**src/rtl/mac8_datapath.sv**
```systemverilog
// Registered 8x8 truncating multiplier feeding a freezable ripple-carry accumulator adder.
// Define MAC8_DEBUG_EN to compile a simulation trace of each sum update (gated by db).
module mac8_datapath #(
  parameter int WIDTH = 8
) (
  input  logic             clk,
  input  logic             rst,
  input  logic [WIDTH-1:0] a,
  input  logic [WIDTH-1:0] b,
  input  logic [WIDTH-1:0] acc_in,
  input  logic             block,
  input  logic             db,
  output logic [WIDTH-1:0] prod,
  output logic [WIDTH-1:0] sum,
  output logic             cout
);

  function automatic logic [1:0] full_add(input logic x, input logic y, input logic ci);
    return {(x & y) | (x & ci) | (y & ci), x ^ y ^ ci};
  endfunction

  // Ripple chain with carry-in 0; returns {carry_out, sum}.
  function automatic logic [WIDTH:0] ripple_add(input logic [WIDTH-1:0] x,
                                                input logic [WIDTH-1:0] y);
    logic [WIDTH:0] r;
    logic [1:0]     cs;
    logic           c;
    r = '0;
    c = 1'b0;
    for (int i = 0; i < WIDTH; i++) begin
      cs   = full_add(x[i], y[i], c);
      r[i] = cs[0];
      c    = cs[1];
    end
    r[WIDTH] = c;
    return r;
  endfunction

  logic [WIDTH-1:0] pp_row;
  logic [WIDTH:0]   acc_step;
  logic [WIDTH-1:0] prod_next;
  logic [WIDTH:0]   add_next;

  // Shift-and-add of partial products; anything shifted past the top bit is dropped.
  always_comb begin
    prod_next = '0;
    pp_row    = '0;
    acc_step  = '0;
    for (int i = 0; i < WIDTH; i++) begin
      pp_row    = (a & {WIDTH{b[i]}}) << i;
      acc_step  = ripple_add(prod_next, pp_row);
      prod_next = acc_step[WIDTH-1:0];
    end
  end

  assign add_next = ripple_add(prod, acc_in);

  always_ff @(posedge clk) begin
    if (rst) begin
      prod <= '0;
      sum  <= '0;
      cout <= 1'b0;
    end else begin
      prod <= prod_next;
      if (!block) begin
        sum  <= add_next[WIDTH-1:0];
        cout <= add_next[WIDTH];
      end
    end
  end

`ifdef MAC8_DEBUG_EN
  always_ff @(posedge clk) begin
    if (!rst && !block && db)
      $display("mac8 trace: a=%0d b=%0d acc_in=%0d prod=%0d -> sum=%0d cout=%0b",
               a, b, acc_in, prod, add_next[WIDTH-1:0], add_next[WIDTH]);
  end
`else
  logic unused_db;
  assign unused_db = db;
`endif

endmodule

```
**config.mk**
```make
export PLATFORM = sky130hd
export DESIGN_NAME = mac8_datapath
export DESIGN_NICKNAME = d
export VERILOG_FILES = /design/src/rtl/mac8_datapath.sv
export SDC_FILE = /design/constraint.sdc
export NUM_CORES = 1
export LEC_CHECK = 0
export ABC_AREA = 0
export ABC_CLOCK_PERIOD_IN_PS = 11000
export CORE_UTILIZATION = 48
export CTS_BUF_LIST = sky130_fd_sc_hd__clkbuf_4
export CTS_CLUSTER_DIAMETER = 30
export DETAILED_ROUTE_END_ITERATION = 6
export HOLD_SLACK_MARGIN = 0.12
export PLACE_DENSITY = 0.82
export SYNTH_ARGS = -nofsm -noshare
export SYNTH_HDL_FRONTEND = slang
export SYNTH_SLANG_ARGS = --single-unit
```
**constraint.sdc**
```tcl
create_clock -name clk -period 11 [get_ports clk]
set_input_delay 3.3 -clock clk [delete_from_list [all_inputs] [get_ports clk]]
set_output_delay 3.3 -clock clk [all_outputs]
set_load 0.1 [all_outputs]
```
==> results of run 1 <==
worst paths after layout:
kind | start | to | slack (ps) | depth (start not counted)
hold reg to reg | cout | cout | 490 | 2
hold / removal | cout | cout | 490 | 2
setup / recovery | a[0] | prod[7] | 1570 | 24
setup reg to reg | prod[0] | sum[7] | 7530 | 14
power by group:
part	internal (mW)	switching [mW]	leakage, nW
Clock	0.0166	0.0179	0.0184
Combinational	0.0861	0.155	0.720
Sequential	0.0750	0.00758	0.141
Total	0.178	0.180	0.880
area by class of cell:
| cell class | count | area [µm²] |
|---|---|---|
| Clock buffer | 4 | 30.0 |
| Fill cell | 232 | 873 |
| Inverter | 22 | 82.6 |
| Multi-Input combinational cell | 106 | 1010 |
| Sequential cell | 17 | 340 |
| Tap cell | 31 | 38.8 |
| Timing Repair Buffer | 43 | 430 |
sequential cells by signal, indices dropped and copies added (netlist names):
signal and flops:
cout 1, prod 8, sum 8
routing by layer:
metal / up-vias / routed length (µm) / track usage
li1: 524 / - / -
met1: 496 / 961 / 0.196
met2: 36 / 1390 / 0.366
met3: 4 / 168 / 0.0323
met4: 0 / 47 / 0.0906
met5: - / 0 / 0
cell usage after synthesis (all sizes together):
library cell   n  area (µm²)
nand2         15        58.8
and2          21         131
xor2           3        26.3
xnor3          1        22.5
inv           22        82.6
xnor2          8        77.6
dfxtp         17         340
nor2b          6        37.5
buf            1        3.75
ha             7        87.6
clkbuf         1        3.75
nor2          14        52.6
fa            22         440
mux2i          6        60.1
a21oi          3        15.0
worst max-delay path: stages:
cell and delay [ps]:
clkdlybuf4s50_1 520, and2_1 220, ha_1 210, fa_1 410
inv_1 80, fa_1 170, inv_1 60, fa_1 450
fa_1 510, fa_1 560, inv_1 60, fa_1 520
inv_1 50, fa_1 400, inv_1 70, fa_1 430
fa_1 540, inv_1 40, ha_1 210, xnor2_1 190
xnor2_1 160, xnor2_1 140, xnor3_1 240, nor2_1 90
cell usage in the layout (no fill, tap or decap), types with 3 or more instances in the layout:
cell type | Yosys | final
nor2b_1 | 6 | 6
a21oi_1 | 3 | 3
ha_1 | 7 | 7
inv_1 | 22 | 22
dfxtp_1 | 17 | 17
clkdlybuf4s50_1 | 0 | 43
xnor2_1 | 7 | 7
xor2_1 | 3 | 3
and2_1 | 21 | 21
nor2_1 | 14 | 14
mux2i_1 | 6 | 6
nand2_1 | 14 | 14
fa_1 | 22 | 22
clkbuf_4 | 0 | 4
cells by family after synthesis:
kind of cell / after synthesis / share of synthesized area
adders and majority gates: 29 / 0.367
and+or+nand+nor: 56 / 0.195
xor gates and xnor gates: 12 / 0.0878
DFF: 17 / 0.236
AOI/OAI and AO/OA: 3 / 0.0104
buffers and inverters: 24 / 0.0625
muxes: 6 / 0.0417
per-stage QoR:
stage / power, mW / utilization / worst slack (ps) / instances / hold WS [ps]
finish: 0.358 / 0.689 / 1570 / 223 / 493
global route: 0.386 / 0.689 / 1220 / 223 / 526
CTS: 0.363 / 0.689 / 1520 / 223 / 498
detailed placement: 0.326 / 0.678 / 1220 / 219 / 475
global placement: 0.319 / 0.678 / 1310 / 219 / 467
floorplan: 0.269 / - / 2120 / 147 / 964
==> flow_metrics.tcl, run 1 <==
set metrics [dict create \
    status "complete, but fails checks" \
    violations "design-rule violations" \
    wire_per_inst_um 11.5 \
    timing.final.setup_violations 0 \
    antenna_found_initial 0 \
    diodes 0 \
    cts_tree "built" \
    clock-sinks 17 \
    cts-root-buf "clkbuf_4" \
    htree_num_levels 1 \
    crit_path_end_kind "register" \
    place_congestion 0.759 \
    critPathKind "in2reg" \
    min_period_ps 9430 \
    critPathLaunchType "input port" \
    hold_class "reg2reg" \
    first_global_vias 1133 \
    worstPathRequired_ps 11220 \
    core_area_um2 2810 \
    max_slew_margin 0.340 \
    hpwl_um 2240 \
    rows 19 \
    design_area_um2 1930 \
    drive_gt1_frac 0.0313 \
    cts_setup_buffers 0 \
    chipHeight_um 56.8 \
    ant_nets 0 \
    cts.repair.resized 0 \
    drc_errors 15 \
    fp.dieArea_um2 3220 \
    power_density_nw_per_um2 185 \
    final.setup.tns_ps 0 \
    slew_violations 0 \
    initial_core_util 0.513 \
    path_clk_slew_ps 90 \
    worst_slew_pin_slew_ps 987 \
    path_max_fanout 8 \
    synth_cell_types 17 \
    numCtsBuffers 3 \
    fmax_ghz 0.106 \
    rsz0062_at_grt "false" \
    syn_area_um2 1440 \
    firstDrtPassIters 6 \
    grt_overflow 0 \
    cts_hold_buffers 0 \
    seq_area_frac_synth 0.236 \
    drt_iter0_drc 42 \
    syn-num-nets 204 \
    leakage_nw 0.880 \
    clock_path_buffers 2 \
    grt_max_degree 18 \
    die_w_um 56.8 \
    maxCapViolations 0 \
    final_nets 250 \
    yosys_warnings 0 \
    worstPathArrival_ps 9650 \
    finalHoldViolCount 0 \
    ys_ff_latch 17 \
    skew_ps 4.05 \
    insertion_delay_ps 280 \
    grt_first_pass_wirelength_um 4600 \
    area_growth_syn_to_layout_pct 34.1 \
    ir_drop_mv 0.0990 \
    placedInstanceArea_um2 1900 \
    io_buffers 43 \
    wirelength_um 2570 \
    via_per_inst 4.75 \
    syn_inst 147 \
    fin_crit_sh 0.858 \
    vias 1060 \
    grt_use_total 0.190 \
    syn_avg_cell_area_um2 9.80 \
    num_io_pins 45 \
]
Power figures use the tool's default switching activity.
==> run 2: changes to the inputs <==
- CTS_BUF_LIST: sky130_fd_sc_hd__clkbuf_4 -> sky130_fd_sc_hd__clkbuf_8
- SKIP_CTS_REPAIR_TIMING: unset -> 1
==> flow_metrics.tcl, run 2 (synthesis results as in run 1) <==
set metrics [dict create \
    status "complete, but fails checks" \
    violations "design-rule violations" \
    hold_class "reg2reg" \
    drt_iter0_drc 46 \
    clock-sinks 17 \
    fmax_ghz 0.106 \
    fin_crit_sh 0.860 \
    min_from "cout" \
    wire_per_inst_um 11.5 \
    wirelength_um 2580 \
    path_max_fanout 8 \
    htree_num_levels 1 \
    ir_drop_mv 0.102 \
    worstPathArrival_ps 9640 \
    finalHoldViolCount 0 \
    min_period_ps 9460 \
    die_w_um 56.8 \
    grt_max_degree 18 \
    vias 1064 \
    grt_use_total 0.189 \
    timing.final.setup_violations 0 \
    setup_slack_ps 1540 \
    diodes 0 \
    slew_violations 0 \
    maxCapViolations 0 \
    numCtsBuffers 3 \
    cp-startpoint "a[0]" \
    rows 19 \
    critPathLaunchType "input port" \
    antenna_found_initial 0 \
    drc_errors 15 \
    io_buffers 43 \
    cts_tree "built" \
    power_density_nw_per_um2 189 \
    leakage_nw 0.888 \
    rsz0062_at_grt "false" \
    worstPathRequired_ps 11180 \
    pre_cts_slack_ps 1220 \
    drive_gt1_frac 0.0260 \
    r2r_start "prod[0]" \
    grt_overflow 0 \
    firstDrtPassIters 6 \
    area_growth_syn_to_layout_pct 35.2 \
    final_common_cell "clkdlybuf4s50_1" \
    num_io_pins 45 \
    largestRegisters "prod: 8 flops, sum: 8 flops, cout: 1 flops" \
    utilization 0.694 \
    layout_common_cells "43 x clkdlybuf4s50_1, 23 x inv_1, 22 x fa_1, 21 x and2_1, 17 x dfxtp_1" \
    max_slew_margin 0.340 \
    fillers 224 \
    final.setup.tns_ps 0 \
    worst_slew_pin_slew_ps 987 \
    grt_first_pass_wirelength_um 4620 \
    first_global_vias 1129 \
    via_per_inst 4.77 \
    path_clk_slew_ps 60 \
    insertion_delay_ps 250 \
    critPathKind "in2reg" \
    final_nets 250 \
    place_congestion 0.759 \
    core_area_um2 2810 \
    clock_path_buffers 2 \
    hpwl_um 2240 \
    fp.dieArea_um2 3220 \
    ant_nets 0 \
    crit_path_end_kind "register" \
    initial_core_util 0.513 \
    cts-root-buf "clkbuf_8" \
    chipHeight_um 56.8 \
    skew_ps 0.796 \
]
-- run 2: cell count changes in the layout (fill, tap and decap cells not counted) --
cell	previous run	this run
clkbuf_8	0	3
inv_1	22	23
clkbuf_4	4	0
-- run 2: path summary, 6_finish.rpt --
kind / end / slack (ps) / cells after the start
setup / recovery: prod[7] / 1540 / 24
hold reg to reg: cout / 490 / 2
setup reg to reg: sum[7] / 7520 / 14
hold / removal: cout / 490 / 2
-- run 2: power breakdown --
part	total, mW	switching [mW]	internal (mW)
logic	0.241	0.155	0.0861
registers	0.0827	0.00760	0.0751
clock network	0.0448	0.0200	0.0247
-- run 2: area by class of cell --
class	count	area, µm²	area share
inverter	22	82.6	0.0424
tap	31	38.8	0.0199
multi-input combinational	106	1010	0.519
timing repair buffer	43	430	0.221
sequential	17	340	0.175
clock inverter	1	3.75	0.00193
clock buffer	3	41.3	0.0212
-- run 2: critical path, stage by stage --
cell and delay [ps]:
clkdlybuf4s50_1 520, and2_1 220, ha_1 210, fa_1 410
inv_1 80, fa_1 170, inv_1 50, fa_1 450
fa_1 510, fa_1 560, inv_1 60, fa_1 520
inv_1 50, fa_1 400, inv_1 70, fa_1 430
fa_1 540, inv_1 40, ha_1 210, xnor2_1 190
xnor2_1 160, xnor2_1 140, xnor3_1 240, nor2_1 90
-- run 2: through the flow --
step | hold WS [ps] | instance area (µm²) | instances | total power, mW
CTS | 490 | 1950 | 223 | 0.372
global placement | 467 | 1900 | 219 | 0.319
floorplan | 964 | 1440 | 147 | 0.269
detailed placement | 475 | 1900 | 219 | 0.326
global route | 519 | 1950 | 223 | 0.396
finish | 486 | 1950 | 223 | 0.368
-- run 2: metal layers --
metal	global-route usage	part of all wire	wire [µm]
met5	0	0	0
met2	0.362	0.54	1400
met4	0.0801	0.011	29
met1	0.201	0.38	970
met3	0.0323	0.067	173
==> run 3: changes to the inputs <==
- ABC_CLOCK_PERIOD_IN_PS: 11000 -> 11950
- CORE_UTILIZATION: 48 -> 52
- MAX_ROUTING_LAYER: unset -> met4
- PLACE_DENSITY: 0.82 -> 0.88
- clock period: 11 -> 11.95 ns (I/O delays scaled with it)
==> flow_metrics.tcl, run 3 (synthesis results as in run 1) <==
set metrics [dict create \
    num_io_pins 45 \
    insertion_delay_ps 250 \
    antenna_found_initial 0 \
    worstPathArrival_ps 9980 \
    slew_violations 0 \
    final_nets 250 \
    final.setup.tns_ps 0 \
    pre_cts_slack_ps 1880 \
    grt_overflow 0 \
    skew_ps 2.26 \
    combPwrFrac 0.656 \
    critPathKind "in2reg" \
    drc_errors 0 \
    power.total_mw 0.340 \
    intPower_mw 0.171 \
    cts_tree "built" \
    drt_iter0_drc 7 \
    ir_drop_mv 0.178 \
    rsz0062_at_grt "false" \
    utilization 0.765 \
    setup_slack_ps 2150 \
    min_period_ps 9800 \
    path_max_fanout 8 \
    core_area_um2 2540 \
    worst_slew_pin_slew_ps 993 \
    wire_per_inst_um 12.7 \
    pwr-share-seq 0.224 \
    grt_use_total 0.225 \
    clock_path_buffers 2 \
    ant_nets 0 \
    fmax_ghz 0.102 \
    critPathLaunchType "input port" \
    hpwl_um 2270 \
    cp-startpoint "a[0]" \
    power_frac_clock 0.120 \
    timing.final.setup_violations 0 \
    layout_common_cells "43 x clkdlybuf4s50_1, 23 x inv_1, 22 x fa_1, 21 x and2_1, 17 x dfxtp_1" \
    holdWs_ps 485 \
    rows 18 \
    firstDrtPassIters 3 \
    clock-sinks 17 \
    fin_crit_sh 0.820 \
    first_global_vias 1070 \
    leakage_nw 0.888 \
    r2r_start "prod[0]" \
    final_common_cell "clkdlybuf4s50_1" \
    diodes 0 \
    die_w_um 54.6 \
    power_switching_mw 0.169 \
    initial_core_util 0.566 \
    chipHeight_um 54.6 \
    hold_class "reg2reg" \
    fp.dieArea_um2 2980 \
    htree_num_levels 1 \
    maxCapViolations 0 \
    switching_share 0.497 \
    via_per_inst 4.90 \
    io_buffers 43 \
    drive_gt1_frac 0.0260 \
    largestRegisters "prod: 8 flops, sum: 8 flops, cout: 1 flops" \
    path_clk_slew_ps 60 \
    numCtsBuffers 3 \
    place_congestion 0.754 \
    cts-root-buf "clkbuf_8" \
    worstPathRequired_ps 12130 \
    grt_first_pass_wirelength_um 4450 \
    wirelength_um 2820 \
    power_density_nw_per_um2 175 \
    vias 1088 \
    area_growth_syn_to_layout_pct 35.1 \
    min_from "sum[7]" \
    finalHoldViolCount 0 \
    crit_path_end_kind "register" \
    status "complete, no violations" \
    max_slew_margin 0.336 \
    grt_max_degree 18 \
]
[run 3: cell counts in the layout (fill, tap and decap cells not counted)]
Identical to the previous run, type by type.
[run 3: final cells by class]
class	count	area, µm²
flip-flops and latches	17	340
repair buffers	43	430
clock inverters	1	3.75
inverters	22	82.6
fillers	190	599
clock buffers	3	41.3
well taps	30	37.5
multi-input cells	106	1010
[run 3: through the flow]
stage / cells / instance area, µm²
floorplan: 147 / 1440
global placement: 218 / 1900
detailed placement: 218 / 1900
CTS: 222 / 1950
global route: 222 / 1950
finish: 222 / 1950
[run 3: power by group through the flow]
stage               Clock [mW]  Sequential [mW]  Combinational [mW]
CTS                     0.0420           0.0764               0.225
floorplan                    0            0.163              0.0848
global route            0.0445           0.0776               0.244
detailed placement           0           0.0776               0.223
global placement             0           0.0770               0.216
finish                  0.0410           0.0762               0.223
[run 3: worst paths after layout]
check	slack, ps	to	depth (start not counted)
hold reg to reg	490	sum[7]	2
setup / recovery	2150	prod[7]	24
hold / removal	490	sum[7]	2
setup reg to reg	8410	sum[7]	14
[run 3: per-layer routing]
layer | up-vias | part of all wire | GRT usage
li1 | 525 | - | -
met1 | 523 | 0.39 | 0.219
met2 | 36 | 0.55 | 0.438
met3 | 4 | 0.053 | 0.0361
met4 | 0 | 0.013 | 0.0769
met5 | - | 0 | -
[run 3: critical path, stage by stage]
cell and delay (ps):
clkdlybuf4s50_1 530, and2_1 220, ha_1 210, fa_1 410, inv_1 90, fa_1 180
inv_1 60, fa_1 440, fa_1 500, fa_1 560, inv_1 60, fa_1 520
inv_1 50, fa_1 400, inv_1 70, fa_1 430, fa_1 540, inv_1 40
ha_1 200, xnor2_1 190, xnor2_1 170, xnor2_1 170, xnor3_1 260, nor2_1 90
